===== config.mk =====
export PLATFORM = sky130hd
export DESIGN_NAME = sipo16_deser
export DESIGN_NICKNAME = d
export VERILOG_FILES = /design/src/rtl/sipo16_pkg.sv /design/src/rtl/deser_bit_cnt.sv /design/src/rtl/sipo16_deser.sv
export SDC_FILE = /design/constraint.sdc
export NUM_CORES = 1
export LEC_CHECK = 0
export BUFFER_PORTS_ARGS = -buffer_cell sky130_fd_sc_hd__buf_2
export CORE_ASPECT_RATIO = 0.5
export CORE_MARGIN = 2
export CORE_UTILIZATION = 49
export DETAILED_ROUTE_END_ITERATION = 8
export GPL_ROUTABILITY_DRIVEN = 1
export PLACE_DENSITY = 0.73
export REMOVE_ABC_BUFFERS = 1
export SYNTH_ARGS = -nofsm -noshare
export SYNTH_HDL_FRONTEND = slang
export SYNTH_SLANG_ARGS = --single-unit

===== constraint.sdc =====
create_clock -name clk -period 1.57 [get_ports clk]
set_input_delay 0.2355 -clock clk [delete_from_list [all_inputs] [get_ports clk]]
set_output_delay 0.2355 -clock clk [all_outputs]
set_load 0.1 [all_outputs]

===== src/rtl/sipo16_pkg.sv =====
// Shared definitions for the serial-in / parallel-out deserializer.
//   DESER_WIDTH   : default deserialized word width
//   deser_state_t : frame FSM states (IDLE waiting for start, SHIFT collecting bits)
package sipo16_pkg;

  localparam int DESER_WIDTH = 16;

  typedef enum logic {
    IDLE  = 1'b0,
    SHIFT = 1'b1
  } deser_state_t;

endpackage


===== src/rtl/deser_bit_cnt.sv =====
// Bit counter for the deserializer frame.
//   clk   in  rising-edge clock
//   rst   in  synchronous active-high reset (count -> 0)
//   clr   in  clear the count (new or aborted frame)
//   en    in  count one received bit
//   tc    out terminal count: the next enabled bit is the last bit of the word
// The count runs 0..WIDTH-1. Counting past the terminal value returns the
// counter to 0 explicitly, since that bit completes the word.
module deser_bit_cnt #(
  parameter int WIDTH = 16
) (
  input  logic clk,
  input  logic rst,
  input  logic clr,
  input  logic en,
  output logic tc
);

  localparam int CW = (WIDTH > 1) ? $clog2(WIDTH) : 1;
  localparam logic [CW-1:0] TERMINAL = CW'(WIDTH - 1);

  logic [CW-1:0] count_reg;

  always_ff @(posedge clk) begin
    if (rst) begin
      count_reg <= '0;
    end else if (clr || (en && tc)) begin
      count_reg <= '0;
    end else if (en) begin
      count_reg <= count_reg + 1'b1;
    end
  end

  assign tc = (count_reg == TERMINAL);

endmodule


===== src/rtl/sipo16_deser.sv =====
// Serial-in / parallel-out deserializer with a one-word output register.
//   clk        in  rising-edge clock
//   rst        in  synchronous active-high reset
//   start      in  begin (or restart) a frame, one-cycle pulse
//   bit_valid  in  bit_in is valid this cycle
//   bit_in     in  serial data bit
//   out_ready  in  consumer accepts out_data
//   out_data   out assembled word (registered)
//   out_valid  out out_data holds an unconsumed word
//   busy       out a frame is being shifted
//   overrun    out sticky: a completed word was dropped because the output was full
// MSB_FIRST=1 places the first received bit in bit WIDTH-1, otherwise in bit 0.
module sipo16_deser
  import sipo16_pkg::*;
#(
  parameter int WIDTH     = DESER_WIDTH,
  parameter bit MSB_FIRST = 1'b1
) (
  input  logic             clk,
  input  logic             rst,
  input  logic             start,
  input  logic             bit_valid,
  input  logic             bit_in,
  input  logic             out_ready,
  output logic [WIDTH-1:0] out_data,
  output logic             out_valid,
  output logic             busy,
  output logic             overrun
);

  deser_state_t state_reg, state_next;

  logic [WIDTH-1:0] shift_reg, shift_next;
  logic [WIDTH-1:0] shifted;
  logic [WIDTH-1:0] out_data_reg;
  logic             out_valid_reg;
  logic             overrun_reg;

  logic bit_en;
  logic cnt_clr;
  logic word_done;
  logic tc;

  // Shift register contents after accepting bit_in this cycle.
  genvar gi;
  generate
    for (gi = 0; gi < WIDTH; gi++) begin : g_shift
      if (MSB_FIRST) begin : g_msb
        if (gi == 0) begin : g_in
          assign shifted[gi] = bit_in;
        end else begin : g_mv
          assign shifted[gi] = shift_reg[gi-1];
        end
      end else begin : g_lsb
        if (gi == WIDTH - 1) begin : g_in
          assign shifted[gi] = bit_in;
        end else begin : g_mv
          assign shifted[gi] = shift_reg[gi+1];
        end
      end
    end
  endgenerate

  deser_bit_cnt #(
    .WIDTH(WIDTH)
  ) u_bit_cnt (
    .clk(clk),
    .rst(rst),
    .clr(cnt_clr),
    .en (bit_en),
    .tc (tc)
  );

  // Frame control. start wins over bit_valid in every state, so a bit
  // presented alongside start is never captured.
  always_comb begin
    state_next = state_reg;
    bit_en     = 1'b0;
    cnt_clr    = 1'b0;
    word_done  = 1'b0;
    case (state_reg)
      IDLE: begin
        if (start) begin
          state_next = SHIFT;
          cnt_clr    = 1'b1;
        end
      end
      SHIFT: begin
        if (start) begin
          cnt_clr = 1'b1;
        end else if (bit_valid) begin
          bit_en = 1'b1;
          if (tc) begin
            word_done  = 1'b1;
            state_next = IDLE;
          end
        end
      end
      default: state_next = IDLE;
    endcase
  end

  always_comb begin
    shift_next = shift_reg;
    if (cnt_clr) begin
      shift_next = '0;
    end else if (bit_en) begin
      shift_next = shifted;
    end
  end

  always_ff @(posedge clk) begin
    if (rst) begin
      state_reg <= IDLE;
      shift_reg <= '0;
    end else begin
      state_reg <= state_next;
      shift_reg <= shift_next;
    end
  end

  // Output stage. A completed word loads only if the register is empty or
  // being drained this same cycle; otherwise it is dropped and flagged.
  always_ff @(posedge clk) begin
    if (rst) begin
      out_data_reg  <= '0;
      out_valid_reg <= 1'b0;
      overrun_reg   <= 1'b0;
    end else begin
      if (word_done && (!out_valid_reg || out_ready)) begin
        out_data_reg  <= shifted;
        out_valid_reg <= 1'b1;
      end else if (word_done) begin
        overrun_reg <= 1'b1;
      end else if (out_valid_reg && out_ready) begin
        out_valid_reg <= 1'b0;
      end
    end
  end

  assign out_data  = out_data_reg;
  assign out_valid = out_valid_reg;
  assign overrun   = overrun_reg;
  assign busy      = (state_reg == SHIFT);

endmodule


==> flow_metrics.tcl <==
set metrics [dict create \
    use_met3 0.0533 \
    postRouteAntennaNets 0 \
    fin_crit_ns 1.47 \
    drtIter0Drc 69 \
    dp_hpwl_mm 1.86 \
    cts_tree "built" \
    synthCells 168 \
    die_w_um 83.6 \
    hold_path.class "primary input to register" \
    instances_no_fill 235 \
    overflow 0 \
    max-slew-margin-rel 0.563 \
    ys_seq_area_frac 0.490 \
    crit_type "register to register" \
    htreeDepth 2 \
    setup_viol 0 \
    cts_buffers 5 \
    multi_input_area_um2 751 \
    die-area_um2 3670 \
    p_per_area_nw_per_um2 940 \
    largest_reg_flops 16 \
    slew_viol_final 0 \
    holdWs_ns 0.212 \
    p_sw_frac 0.214 \
    fin_setup_tns_ns 0 \
    dp_cells 227 \
    cts_sinks 38 \
    drv_cap 0 \
    clockPowerShare 0.390 \
    vias_per_cell 4.88 \
    arrival_ns 1.67 \
    start_kind "register" \
    r2r_end "out_data[10]" \
    p_leak_nw 0.638 \
    post_drt_wl_per_cell_um 11.3 \
    synth_seq_cells 38 \
    rows 14 \
    antenna_found_initial 0 \
    grt.total_usage 0.159 \
    nNetsFinal 201 \
    register_area_um2 761 \
    path_max_fanout 8 \
    rr_startpoint "u_bit_cnt.count_reg[0]" \
    timing.fmax_ghz 0.680 \
    clk_latency_ns 0.28 \
    worstMarginPinSlew_ns 0.655 \
    num-fill-cells 274 \
    io_pins 25 \
    synth_cell_types 27 \
    fp.dieH_um 43.8 \
    first_pass_iters 4 \
    skew_ns 0.00518 \
    syn_area_per_cell_um2 9.25 \
    via_count 1147 \
    antennaDiodeCount 0 \
    clockRootBuffer "clkbuf_8" \
    initial_core_util 0.516 \
    drc 0 \
    grt_pass1_vias 1051 \
    cp-end-kind "register" \
    gr-usage-met2 0.259 \
    power.switching_w 0.000366 \
    synthesis.area_um2 1550 \
    final_common_cell "dfxtp_1" \
    routabilityCongestion 0.748 \
    reg2regPathDepth 5 \
    crit_end "out_data[10]" \
    grt_max_degree 36 \
    ir_worst_vdd_mv 0.465 \
    power.internal_w 0.00135 \
    core_um2 3010 \
    startpoint "u_bit_cnt.count_reg[0]" \
    grt_use_met1 0.199 \
    rsz0062_at_grt "no" \
    period_share 0.936 \
    drive_gt1_frac 0.205 \
    timing_hold_violations_final 0 \
    wl_mm 2.65 \
    ff2ff_setup_slack_ns 0.10 \
    area_growth_pct 17.2 \
    clkSlewWorstSetupHoldPaths_ns 0.07 \
    p_seq_frac 0.566 \
    ys.warnings.count 0 \
    finish.utilization 0.605 \
    clockBufferDepth 2 \
    crit_required_ns 1.77 \
    mostFrequentLayoutCells "dfxtp_1 (38), nand2b_1 (33), nand2_1 (31)" \
    top_usage_layer "met2" \
    p_comb_frac 0.044 \
    grt_pass1_wl_mm 4.57 \
    status "finished clean" \
    io_buffers 24 \
]
per-stage QoR:
stage / total power (W) / worst slack (ns) / cell area [um2]
CTS: 0.00174 / 0.0160 / 1800
global placement: 0.00107 / 0.111 / 1710
finish: 0.00171 / 0.100 / 1820
detailed placement: 0.00107 / 0.0349 / 1710
floorplan: 0.00103 / -1.42 / 1500
global route: 0.00179 / 0.00793 / 1820
synthesized netlist by cell type:
library cell / count / area share
clkbuf_1: 3 / 0.0072
or4_1: 1 / 0.0048
nand3_2: 1 / 0.0064
buf_1: 1 / 0.0024
nor4b_2: 1 / 0.0097
nand2b_1: 33 / 0.13
or2_1: 1 / 0.0040
dfxtp_1: 38 / 0.49
inv_1: 1 / 0.0024
o21ai_0: 1 / 0.0032
buf_4: 1 / 0.0048
or3_1: 2 / 0.0081
mux2i_1: 17 / 0.11
a21oi_1: 18 / 0.058
nor3_1: 3 / 0.0097
ha_1: 1 / 0.0081
nand2_1: 31 / 0.075
and3b_1: 1 / 0.0056
xnor2_1: 1 / 0.0056
buf_8: 1 / 0.0097
nor2_1: 2 / 0.0048
a211oi_2: 1 / 0.0081
nand3b_1: 1 / 0.0048
buf_2: 4 / 0.013
xor2_1: 1 / 0.0056
nand3_1: 1 / 0.0032
nand4_1: 1 / 0.0040
power groups by stage:
stage          clock network, W  registers (W)   logic, W
6_report               0.000668       0.000970  0.0000748
5_1_grt                0.000738       0.000970  0.0000803
4_1_cts                0.000693       0.000969  0.0000746
3_5_place_dp                  0       0.000991  0.0000746
3_3_place_gp                  0       0.000991  0.0000742
2_1_floorplan                 0        0.00100  0.0000298
critical path, cell delays in order (launching register included):
cell	delay (ns)
dfxtp_1	0.37
ha_2	0.22
nand3_4	0.10
nor4b_4	0.28
buf_6	0.20
mux2i_1	0.21
what timing repair did:
item                                    4_1_cts  5_1_grt
resized for setup                             0        4
endpoints found under the setup margin        0       16
hold buffers                                  0        0
buffers inserted                              0        0
endpoints found under the hold margin         0        0
cell families after synthesis:
| family | count (synthesis) | synth area share |
|---|---|---|
| buffers and inverters | 11 | 0.0394 |
| xor gates and xnor gates | 2 | 0.0113 |
| muxes | 17 | 0.109 |
| adders and majority gates | 1 | 0.00805 |
| and+or+nand+nor | 79 | 0.273 |
| DFF | 38 | 0.490 |
| AOI/OAI and AO/OA | 20 | 0.0692 |
cell type report:
type | instances | share of cell area
Sequential cell | 38 | 0.418
Timing Repair Buffer | 29 | 0.0907
Inverter | 1 | 0.00206
Clock inverter | 1 | 0.00275
Clock buffer | 7 | 0.0474
Tap cell | 40 | 0.0275
Multi-Input combinational cell | 119 | 0.412
worst min-delay path by stage:
stage / startpoint / end / slack [ns] / cells past startpoint
after floorplan: rst / out_valid / 0.30 / 1
after global placement: overrun / overrun / 0.43 / 2
after detailed placement: overrun / overrun / 0.44 / 2
after CTS: bit_in / shift_reg[0] / 0.21 / 3
after global routing: bit_in / shift_reg[0] / 0.22 / 3
final: bit_in / shift_reg[0] / 0.21 / 3
layer usage:
metal | wire, um | up-vias
li1 | - | 608
met3 | 109 | 4
met1 | 1310 | 519
met2 | 1200 | 16
met5 | 0 | -
met4 | 24 | 0
(Power assumes the default switching activity.)
